## src/rtl/uart_rx_pkg.sv

```systemverilog
// Shared types and constants for the UART receive buffer.
package uart_rx_pkg;

    typedef logic [7:0] byte_t;

    localparam int UART_FIFO_DEPTH_LOG2_DEF = 4;
    localparam logic [7:0] ERRCNT_MAX = 8'd255;

endpackage

```

## src/rtl/sync_fifo.sv

```systemverilog
// Synchronous first-word-fall-through FIFO with extra-MSB pointers.
// A write while full is taken only when a pop frees the head slot in the same cycle.
module sync_fifo #(
    parameter int DW = 8,
    parameter int AW = 4
) (
    input  logic          clk,
    input  logic          rst_n,
    input  logic          wr_en,
    input  logic [DW-1:0] wr_data,
    input  logic          rd_en,
    output logic [DW-1:0] rd_data,
    output logic          full,
    output logic          empty,
    output logic [AW:0]   level
);

    localparam int DEPTH = 1 << AW;

    logic [DW-1:0] mem [DEPTH];
    logic [AW:0]   wr_ptr;
    logic [AW:0]   rd_ptr;
    logic          do_wr;
    logic          do_rd;

    assign empty = (wr_ptr == rd_ptr);
    assign full  = (wr_ptr[AW] != rd_ptr[AW]) && (wr_ptr[AW-1:0] == rd_ptr[AW-1:0]);
    assign level = wr_ptr - rd_ptr;

    assign do_rd = rd_en & ~empty;
    assign do_wr = wr_en & (~full | do_rd);

    // Head reads as zero when empty so the output is defined out of reset.
    assign rd_data = empty ? '0 : mem[rd_ptr[AW-1:0]];

    always_ff @(posedge clk or negedge rst_n) begin
        if (!rst_n) begin
            wr_ptr <= '0;
            rd_ptr <= '0;
        end else begin
            if (do_wr) wr_ptr <= wr_ptr + 1'b1;
            if (do_rd) rd_ptr <= rd_ptr + 1'b1;
        end
    end

    always_ff @(posedge clk) begin
        if (do_wr) mem[wr_ptr[AW-1:0]] <= wr_data;
    end

endmodule

```

## src/rtl/uart_rx_fifo.sv

```systemverilog
// Frame-end capture, error filtering and buffering of UART receiver bytes.
// Define UART_RX_ERRCNT_EN to add saturating parity/stop-bit error counters.
module uart_rx_fifo
    import uart_rx_pkg::*;
#(
    parameter int DEPTH_LOG2 = UART_FIFO_DEPTH_LOG2_DEF,
    parameter bit DROP_ERR   = 1'b1
) (
    input  logic                  clk,
    input  logic                  rst_n,
    input  logic [7:0]            rx_data,
    input  logic                  rx_rdsig,
    input  logic                  rx_dataerror,
    input  logic                  rx_frameerror,
    output logic [7:0]            m_data,
    output logic                  m_valid,
    input  logic                  m_ready,
    output logic [DEPTH_LOG2:0]   fifo_level,
`ifdef UART_RX_ERRCNT_EN
    input  logic                  cnt_clr,
    output logic [7:0]            par_err_cnt,
    output logic [7:0]            frm_err_cnt,
`endif
    input  logic                  ovf_clr,
    output logic                  overflow
);

    logic  rdsig_q;
    logic  armed;
    logic  fall;
    logic  bad;
    logic  wr_req;
    logic  rd;
    logic  full;
    logic  empty;
    byte_t head;

    // Error flags settle only after rdsig rises, so capture waits for its fall.
    // armed keeps a frame already in flight at reset release from being taken.
    assign fall   = armed & rdsig_q & ~rx_rdsig;
    assign bad    = DROP_ERR & (rx_dataerror | rx_frameerror);
    assign wr_req = fall & ~bad;
    assign rd     = m_valid & m_ready;

    always_ff @(posedge clk or negedge rst_n) begin
        if (!rst_n) begin
            rdsig_q <= 1'b0;
            armed   <= 1'b0;
        end else begin
            rdsig_q <= rx_rdsig;
            armed   <= armed | ~rx_rdsig;
        end
    end

    sync_fifo #(
        .DW (8),
        .AW (DEPTH_LOG2)
    ) u_fifo (
        .clk     (clk),
        .rst_n   (rst_n),
        .wr_en   (wr_req),
        .wr_data (rx_data),
        .rd_en   (rd),
        .rd_data (head),
        .full    (full),
        .empty   (empty),
        .level   (fifo_level)
    );

    assign m_data  = head;
    assign m_valid = ~empty;

    always_ff @(posedge clk or negedge rst_n) begin
        if (!rst_n) begin
            overflow <= 1'b0;
        end else if (wr_req & full & ~rd) begin
            overflow <= 1'b1;
        end else if (ovf_clr) begin
            overflow <= 1'b0;
        end
    end

`ifdef UART_RX_ERRCNT_EN
    always_ff @(posedge clk or negedge rst_n) begin
        if (!rst_n) begin
            par_err_cnt <= 8'd0;
            frm_err_cnt <= 8'd0;
        end else if (cnt_clr) begin
            par_err_cnt <= 8'd0;
            frm_err_cnt <= 8'd0;
        end else if (fall) begin
            if (rx_dataerror && par_err_cnt != ERRCNT_MAX)
                par_err_cnt <= par_err_cnt + 8'd1;
            if (rx_frameerror && frm_err_cnt != ERRCNT_MAX)
                frm_err_cnt <= frm_err_cnt + 8'd1;
        end
    end
`endif

endmodule

```

## config.mk

```make
export PLATFORM = sky130hd
export DESIGN_NAME = uart_rx_fifo
export DESIGN_NICKNAME = d
export VERILOG_FILES = /design/src/rtl/uart_rx_pkg.sv /design/src/rtl/sync_fifo.sv /design/src/rtl/uart_rx_fifo.sv
export SDC_FILE = /design/constraint.sdc
export NUM_CORES = 1
export LEC_CHECK = 0
export BUFFER_PORTS_ARGS = -buffer_cell sky130_fd_sc_hd__buf_4
export CAP_MARGIN = 20
export CORE_MARGIN = 2
export CORE_UTILIZATION = 52
export CTS_CLUSTER_DIAMETER = 60
export DETAILED_ROUTE_END_ITERATION = 6
export GPL_TIMING_DRIVEN = 0
export PLACE_DENSITY = 0.73
export SLEW_MARGIN = 20
export SYNTH_ARGS = -nofsm -noshare
export SYNTH_HDL_FRONTEND = slang
export SYNTH_SLANG_ARGS = --single-unit
```

## constraint.sdc

```tcl
create_clock -name clk -period 3.3 [get_ports clk]
set_clock_uncertainty 0.05 [all_clocks]
set_input_delay 0.165 -clock clk [delete_from_list [all_inputs] [get_ports clk]]
set_output_delay 0.165 -clock clk [all_outputs]
set_load 0.05 [all_outputs]
```

; ---- After elaboration in Yosys (flattened, before gate mapping)
; Memory sizes are Yosys's and may differ from the RTL's.
; Index checks and enable logic that the tools add are counted.
[word_totals]
regBits = 13
ram_bits = 128
output_inout_bits = 15
word_cells = 35
n_memories = 1
[mem_list]
columns = memory, depth, word_bits, rd, rd_clocked_by_memory_dff, wr, line
row1 = u_fifo.mem, 16, 8, 1, 0, 1, sync_fifo.sv:20  ; logic [DW-1:0] mem [DEPTH];
[classes]
addsub = 3
eq_ne = 3
n_mux = 5
bitwise_logic = 16
n_reduce_logical = 2
[op_table]
columns = op, count
row1 = adder 5 x 1 -> 5 bit (second input constant), 2
row2 = AND 1 bit, 8
row3 = two-way mux 8 bit, 1
row4 = equality test 5 bit, 1
row5 = NOT 1 bit, 5
row6 = subtractor 5 bit, 1
row7 = equality test 4 bit, 1
row8 = two-way mux 1 bit, 4
row9 = OR 1 bit, 3
row10 = nonzero test 2 bit, 1
row11 = logical AND 1 bit, 1
row12 = inequality test 1 bit, 1

; ---- Longest topological paths before layout
; Gate-level depths: netlist (run 1).
[depth]
ltp_word = 8
depth_mapped = 10
depth_no_buf = 7

; ---- Hierarchy
; From an unflattened synthesis (run 1), not the netlist that was laid out.
[unflattened]
cells_unflattened = 294
hier_area_um2 = 5845.6
[by_module_without_submodules]
columns = module, n_inst, cells_each, area_per_inst_um2, seq_area_each_um2
row1 = sync_fifo, 1, 283, 5694.2, 4093.9
row2 = uart_rx_fifo, 1, 11, 151.4, 75.1

; ---- Worst setup path after synthesis (run 1)
; OpenSTA, ideal clock, no wires.
[synth_path]
kind = register -> output
startpoint = reg u_fifo.rd_ptr[1]
endpoint = out m_data[0]
arrival_time_ns = 3.171
required_time_ns = 3.085
slack_ns = -0.086
stages_incl_launch_ff = 11
path_buffers = 4
cell_sequence = dfrtp_1 buf_6 buf_12 buf_2 inv_1 ha_1 and4_1 nand2_1 clkbuf_1 o21ai_0 a21oi_1
[synth_between]
elab_chain_cells = 2
elab_cells_between_ends = 3
cone_classes = 1 x eq/ne / 1 x mux / 1 x memory
[synth_lines]
columns = element, line
row1 = start: declaration, sync_fifo.sv:22  ; logic [AW:0] rd_ptr;
row2 = start signal: assignment, sync_fifo.sv:42  ; if (do_rd) rd_ptr <= rd_ptr + 1'b1;
row3 = memory read (16 x 8 bit) or equality test 5 bit (tied branches), n/a
row4 = two-way mux 8 bit (*), sync_fifo.sv:34  ; assign rd_data = empty ? '0 : mem[rd_ptr[AW-1:0]];
row5 = end: declaration, uart_rx_fifo.sv:15  ; output logic [7:0] m_data,
; Mark *: on every way between the ends. The rest lies on a longest branch, timed or not.

; ---- Final worst setup path (run 1)
[layout_path]
startpoint = reg u_fifo.rd_ptr[3]
endpoint = mem u_fifo.mem[8][2] (enable)
[layout_between]
elab_chain_cells = 8
elab_cells_between_ends = 11
cone_classes = 2 x eq/ne / 2 x mux / 6 x bitwise / 1 x reduce/logical
[layout_lines]
columns = element, line
row1 = equality test 5 bit, sync_fifo.sv:26  ; assign empty = (wr_ptr == rd_ptr);
row2 = NOT 1 bit, "sync_fifo.sv:30, uart_rx_fifo.sv:71"
row3 = AND 1 bit, uart_rx_fifo.sv:43  ; assign rd = m_valid & m_ready;
row4 = AND 1 bit, sync_fifo.sv:30  ; assign do_rd = rd_en & ~empty;
row5 = OR 1 bit (*), sync_fifo.sv:31  ; assign do_wr = wr_en & (~full | do_rd);
row6 = AND 1 bit (*), sync_fifo.sv:31
row7 = two-way mux 1 bit (*), sync_fifo.sv:47  ; if (do_wr) mem[wr_ptr[AW-1:0]] <= wr_data;
row8 = two-way mux 1 bit (not written as such) (*), sync_fifo.sv:47
row9 = end: declaration, sync_fifo.sv:20
; Marked as above.

==> results of run 1 <==
## Yosys cell counts
master	count	share of area [%]
a21o_1	2	0.26
a21oi_1	10	0.86
and2_1	1	0.11
and3_1	2	0.22
and4_1	1	0.15
buf_1	2	0.13
buf_12	1	0.34
buf_2	7	0.60
buf_6	1	0.19
clkbuf_1	3	0.19
dfrtp_1	13	5.6
edfxtp_1	128	66
fa_1	1	0.34
ha_1	9	1.9
inv_1	7	0.45
inv_2	1	0.065
mux2_2	9	1.7
mux2i_1	11	1.9
mux4_1	9	4.1
mux4_2	21	8.1
nand2_1	6	0.39
nand2b_1	3	0.32
nand3_1	11	0.95
nand4_1	1	0.11
nor2_1	12	0.77
nor3_1	7	0.60
nor3_2	1	0.17
nor4_1	1	0.11
nor4b_1	1	0.15
o21ai_0	4	0.34
o21ai_1	5	0.43
o22ai_1	2	0.22
or3_1	2	0.22
xnor2_1	8	1.2
xor2_1	4	0.60
## state kept, by name (all words and copies together), names as in the netlist
| name | count |
|---|---|
| overflow | 1 |
| u_fifo.rd_ptr | 5 |
| u_fifo.wr_ptr | 5 |
| rdsig_q | 1 |
| armed | 1 |
| u_fifo.mem | 128 |
## where the power goes
part	internal (mW)	total [mW]	switching (mW)
registers	2.03	2.08	0.0542
logic	1.07	2.89	1.82
clock network	1.10	1.82	0.715
total	4.20	6.79	2.59
## final cells by class
class                      count  share of cell area [%]
sequential                   141                    59.6
multi-input combinational    144                    22.9
clock buffer                  20                    6.22
timing repair buffer          44                    5.19
tap                          140                    2.50
clock inverter                12                    1.99
buffer                        12                    1.13
inverter                       8                   0.429
## timing repair
item                                   CTS  global route
endpoints found under the hold margin  148             0
hold buffers                            14             0
gates resized for setup                  2             4
setup endpoints to repair               15           127
## how the worst max path moves through the flow
stage                            startpoint                           to  slack (ns)
4_1_cts        u_fifo.rd_ptr[3]$_DFFE_PN0P_  u_fifo.mem[12][0]$_DFFE_PP_        0.01
5_1_grt        u_fifo.rd_ptr[3]$_DFFE_PN0P_   u_fifo.mem[5][2]$_DFFE_PP_       -0.01
2_1_floorplan  u_fifo.rd_ptr[1]$_DFFE_PN0P_                    m_data[0]        0.17
3_5_place_dp   u_fifo.rd_ptr[3]$_DFFE_PN0P_   u_fifo.mem[4][1]$_DFFE_PP_        0.01
3_3_place_gp   u_fifo.rd_ptr[1]$_DFFE_PN0P_   u_fifo.mem[3][7]$_DFFE_PP_       -0.43
6_report       u_fifo.rd_ptr[3]$_DFFE_PN0P_   u_fifo.mem[8][2]$_DFFE_PP_        0.12
## through the flow
step | power, mW | instances
after floorplan | 4.22 | 307
after CTS | 6.83 | 522
after global routing | 7.07 | 521
after detailed placement | 4.99 | 477
after global placement | 4.94 | 476
final | 6.79 | 521
## critical path, stage by stage, from the launching register on
cell and delay (ns):
dfrtp_1 0.33, buf_2 0.24, buf_4 0.26, inv_2 0.17
ha_1 0.39, nand4_1 0.15, or3_1 0.20, nand3_1 0.27
nor2_1 0.73
## cell families (layout without fill, tap and decap cells)
kind of cell,Yosys count,in the layout
xor gates and xnor gates,12,12
and+or+nand+nor,49,49
adders and majority gates,10,10
AOI/OAI and AO/OA,23,23
DFF,141,141
muxes,50,50
buffers and inverters,22,96
## layer usage
layer	routed length (um)	share of wire, %	up-vias
li1	-	-	1357
met1	5130	43	1590
met2	6210	52	77
met3	460	3.8	14
met4	183	1.5	0
met5	0	0	-
==> impl_results.md, run 1 <==
* Worst Reg-to-Reg Cells at 8
* Final Setup Violations at 0
* Die Wd at around 110 um
* Hold_sp: rx_dataerror
* HP Class: in -> reg
* Ports at 30
* Placed cell area at 6270 um2
* Gr usage total at 22.2%
* Total routed wirelength at 12000 um
* Port Buffers at 29
* Avg Cell Area, Syn at between 15 and 20 um2
* Share of post-route cells with drive strength above 1 at 31.0%
* Largest family of logic cells by synthesized area: multiplexers
* Final Hold Fails at 0
* Cells after Synth at 307
* Die ar. at about 12000 um2
* Final Cell Area at 7000 um2
* Tmin final at roughly 3.2 ns
* Post-Synth Adder-Cell Area at under 10%
* Post-Syn Area at 5810 um2
* Insertion delay to the later sink of the worst-skew pair at about 0.52 ns
* Hold Path Depth at 5
* Maximum fanout along the worst path at 10
* Yosys reg bits at 141
* Sequential Area at 4170 um2
* TritonCTS Sinks at 141
* Pwr Density at between 900 and 1000 nW/um2
* Met3 Usage GRT at under 10%
* Synth Area in Compound Gates at 2.11%
* DR vias at 3038
* Critical path launch point type: flop
* Worst Hold Slack at 0.0966 ns
* Post-route clock period utilization at a little over nine tenths
* Worst Tran Pin Value at 0.847 ns
* Reg2reg start: u_fifo.rd_ptr[3]$_DFFE_PN0P_
* Worst Hold End: u_fifo.wr_ptr[3]$_DFFE_PN0P_
* Met1 GRT Util at 28.9%
* Pre-Repair DR Iteration Count at 6
* Commonest non-fill, non-tap cell in the layout: edfxtp_1
* CTS root buffer: clkbuf_8
* Post-synthesis mux area share at 15.8%
* Detail Route Antenna Nets at 0
* Slew Viols, Final at 0
* CTS clk-pin slew, worst paths at 0.06 ns
* Met2 usage at 37.2%
* GRT busiest layer: met2
* Final Util at 64.2%
* Net Count, Synth at 332
* # rows at 38
* Worst r2r dst: u_fifo.mem[8][2]$_DFFE_PP_
* Placer Congestion at 0.824
* Setup Total Neg Slack at 0 ns
* Total of max-cap violations at 0
* Initial Utilization at 53.4%
* Clk buf depth at 2
* Initial antenna violation count at 0
* CTS H-tree depth at 4
* Most frequent cells in the layout: edfxtp_1, buf_4, mux4_2
* CTS tree: yes
* Pre-CTS setup slack at about 0.013 ns
* Core footprint at 10900 um2
* Largest net degree at the start of global routing at 17
* Status: finished, final reports clean
* Worst Path Required at around 3.4 ns
* Worst rel slew slack at about 43%
* Initial drt markers at 224
* Die height at roughly 110 um
* WL/cell at approximately 23 um
* XOR/XNOR Fraction of Synth Area at 1.81%
* Area taken by multi-input logic gates at 1610 um2
* DR DRC count at 0
* F_max at 0.315 GHz
* Crit. End Element: flop
* Leak at 2.45 nW
* Critical path class: reg -> reg
* Vias per cell at 5.83
* Layout filler cell count at between 700 and 800
* Final HPWL DP at between 7000 and 8000 um
* Synth warn at 0
* IR drop worst, VDD at between 0.9 and 1 mV
* WP data arrival at 3.27 ns
* Final WS setup at roughly 0.12 ns
* Inserted Clock Buffers at 17
* Register area share after synthesis at 71.7%
* Post-CTS setup buffers at 0
* P&R area growth vs syn at 20.3%
* Nets@finish at 393
* Worst R2R Setup Slack at between 0.1 and 0.15 ns
* Vias in the first global route at around 3200
* Diode count at 0
* Post-synthesis simple-gate area fraction at under 10%
* Post-synth cell types at 35
* First-pass GRT wire length at 18400 um
* GRT Residual Overflow at 0
* RSZ-0062 raised after global routing: yes
Power figures use the tool's default switching activity.
==> run 2: changes to the inputs <==
- CORE_UTILIZATION: 52 -> 50
- PLACE_DENSITY: 0.73 -> 0.71
==> run 2 against run 1 <==
Critical path depth did not move. Via count fell by 1.8%. Non-clock buffer count fell by 9. Critical endpoint is now u_fifo.wr_ptr[4]$_DFFE_PN0P_. Largest power group unchanged. Highest routed layer unchanged.
==> impl_results.md, run 2 (synthesis gave the netlist of run 1 again) <==
* Status: finished, final reports clean
* Internal power at 4.21 mW (+0.31%)
* Worst Tran Pin Value at 1.07 ns (+0.221 ns)
* Layout filler cell count at 774 (+3.2%)
* CP cell instances: buf_2 > clkbuf_4 > inv_2 > ha_1 > nand4_1 > nor3_1 > nor3_2 > xor2_1
* Net Sw Frac at 38.2% (about the same)
* Total of max-cap violations at 0 (unchanged)
* Final Setup Violations at 0 (unchanged)
* Port Buffers at 29 (unchanged)
* CTS tree: yes
* HP Class: in -> reg
* CTS clk-pin slew, worst paths at 0.06 ns (about the same)
* IR drop worst, VDD at 0.834 mV (-15%)
* Initial Utilization at 51.1% (-2.3 points)
* Worst R2R Setup Slack at 0.04 ns (-0.08 ns)
* Maximum fanout along the worst path at 10 (unchanged)
* Core footprint at 11400 um2 (+4.4%)
* Die ar. at 12500 um2 (+3.9%)
* Largest net degree at the start of global routing at 17 (unchanged)
* Post-route insts no fill at 515 (-1.2%)
* Sequential Power Share at 30.6% (about the same)
* Tmin final at 3.26 ns (+0.0808 ns)
* Vias per cell at 5.79 (-0.67%)
* Crit-path max cell delay at 0.83 ns (+0.10 ns)
* DR DRC count at 0 (unchanged)
* Logic pwr share at 41.9% (-0.7 points)
* Reg2reg start: u_fifo.rd_ptr[3]$_DFFE_PN0P_
* Worst r2r dst: u_fifo.wr_ptr[4]$_DFFE_PN0P_
* Crit. End Element: flop
* Final HPWL DP at 7480 um (-3.6%)
* Final Hold Fails at 0 (unchanged)
* Clk buf depth at 2 (unchanged)
* Cell count after placement at 481 (+0.84%)
* Initial antenna violation count at 0 (unchanged)
* Worst Path Required at 3.50 ns (+0.11 ns)
* F_max at 0.307 GHz (-2.5%)
* Pre-Repair DR Iteration Count at 5 (-1)
* Vias in the first global route at 3106 (-1.6%)
* Gr usage total at 20.6% (-1.6 points)
* Met3 Usage GRT at 5.66% (+0.45 points)
* Insertion delay to the later sink of the worst-skew pair at 0.41 ns (-0.11 ns)
* Detail Route Antenna Nets at 0 (unchanged)
* Worst rel slew slack at 28.3% (-15 points)
* Placer Congestion at 0.815 (-1.1%)
* Hold Path Depth at 1 (-4)
* First-pass GRT wire length at 18400 um (-0.26%)
* WL/cell at 23.0 um (+0.18%)
* Nets@finish at 384 (-2.3%)
* Commonest non-fill, non-tap cell in the layout: edfxtp_1
* Met1 GRT Util at 28.1% (-0.84 points)
* Critical path class: reg -> reg
* Switch Pwr at 2.60 mW (+0.32%)
* Worst Reg-to-Reg Cells at 8 (unchanged)
* GRT Residual Overflow at 0 (unchanged)
* Die height at 112 um (+1.9%)
* Most frequent cells in the layout: edfxtp_1, buf_4, mux4_2
* Post-route clock period utilization at 98.8% (+2.4 points)
* Pre-CTS setup slack at -0.0413 ns (-0.0539 ns)
* GRT busiest layer: met2
* Diode count at 0 (unchanged)
* WP data arrival at 3.46 ns (+0.19 ns)
* Flip-flop count of the largest register after layout at 128 (unchanged)
* Worst Hold End: u_fifo.mem[11][7]$_DFFE_PP_
* Slowest CP cell: nor3_1
* CTS H-tree depth at 4 (unchanged)
* Inserted Clock Buffers at 17 (unchanged)
* Initial drt markers at 252 (+13%)
* Ports at 30 (unchanged)
* Area taken by multi-input logic gates at 1610 um2 (+0.16%)
* Leak at 2.42 nW (-1.2%)
* # rows at 39 (+2.6%)
* Die Wd at 112 um (+1.9%)
* Final WS setup at 0.0401 ns (-0.0808 ns)
* TritonCTS Sinks at 141 (unchanged)
* Sequential Area at 4170 um2 (unchanged)
* Hold_sp: rx_data[7]
* P&R area growth vs syn at 19.1%
* Total routed wirelength at 11900 um (-0.98%)
* Share of post-route cells with drive strength above 1 at 32.8% (+1.8 points)
* Clock network power share at 27.5% (+0.8 points)
* Met2 usage at 32.4% (-4.8 points)
* Slew Viols, Final at 0 (unchanged)
* Critical path launch point type: flop
* RSZ-0062 raised after global routing: yes
* Pwr Density at 984 nW/um2 (+1.3%)
* CTS root buffer: clkbuf_16
* DR vias at 2983 (-1.8%)
==> run 2: changes by cell type in the layout (fill, tap and decap cells not counted), sizes merged <==
cell         delta
inv             +4
clkinvlp        -1
dlygate4sd3    -10
clkbuf          -2
==> run 2: metrics by stage <==
stage                     setup TNS, ns  cell area, um2  util (%)  hold slack [ns]  power (mW)
after floorplan                       0            5850         -           -0.181        4.22
after global placement           -12.75            6240      54.9          -0.0287        4.92
after detailed placement         -0.468            6290      55.3          -0.0289        4.97
after CTS                        -0.383            6920      60.9          0.00263        6.86
after global routing              -4.40            6920      60.9           0.0150        7.11
final                                 0            6920      60.9          0.00705        6.81
==> run 2: what timing repair did <==
| item | CTS | global route |
|---|---|---|
| setup endpoints to repair | 40 | 97 |
| endpoints found under the hold margin | 22 | 0 |
| pin swaps | 0 | 0 |
| resized for setup | 5 | 2 |
| setup buffers | 0 | 0 |
| hold buffers | 4 | 0 |
==> run 2: area by class of cell <==
class                      count  share of cell area, %
tap                          143                   2.58
timing repair buffer          35                   3.94
buffer                        12                   1.14
clock buffer                  17                   6.14
sequential                   141                   60.2
clock inverter                15                   2.33
inverter                       8                  0.434
multi-input combinational    144                   23.2
==> run 2: how the worst max path moves through the flow <==
stage / from / endpoint / slack [ns] / depth (start not counted)
final: u_fifo.rd_ptr[3]$_DFFE_PN0P_ / u_fifo.wr_ptr[4]$_DFFE_PN0P_ / 0.04 / 8
after global routing: u_fifo.rd_ptr[3]$_DFFE_PN0P_ / u_fifo.wr_ptr[4]$_DFFE_PN0P_ / -0.12 / 8
after CTS: u_fifo.rd_ptr[1]$_DFFE_PN0P_ / u_fifo.mem[13][1]$_DFFE_PP_ / -0.02 / 9
after detailed placement: u_fifo.rd_ptr[3]$_DFFE_PN0P_ / u_fifo.mem[12][0]$_DFFE_PP_ / -0.04 / 8
after global placement: u_fifo.rd_ptr[3]$_DFFE_PN0P_ / u_fifo.mem[3][7]$_DFFE_PP_ / -0.51 / 7
after floorplan: u_fifo.rd_ptr[1]$_DFFE_PN0P_ / m_data[0] / 0.17 / 10
==> run 2: per-layer routing <==
layer / routed length (um) / up-vias
met5: 0 / -
met4: 155 / 0
met3: 800 / 13
met2: 5950 / 120
met1: 4950 / 1512
li1: - / 1338
==> run 2: power groups by stage <==
stage	clock [mW]	sequential (mW)	combinational, mW
global route	1.98	2.09	3.04
floorplan	0	2.10	2.11
CTS	1.90	2.08	2.88
finish	1.87	2.08	2.86
global placement	0	2.11	2.81
detailed placement	0	2.12	2.85
==> run 2: critical path, delay by kind of cell, from the launching register on <==
kind	cells	cell delay (ns)
adder cells (fa/ha/maj)	1	0.40
flip-flops	1	0.33
XOR/XNOR	1	0.24
AND/OR/NAND/NOR	3	1.36
buffers and inverters	3	0.70
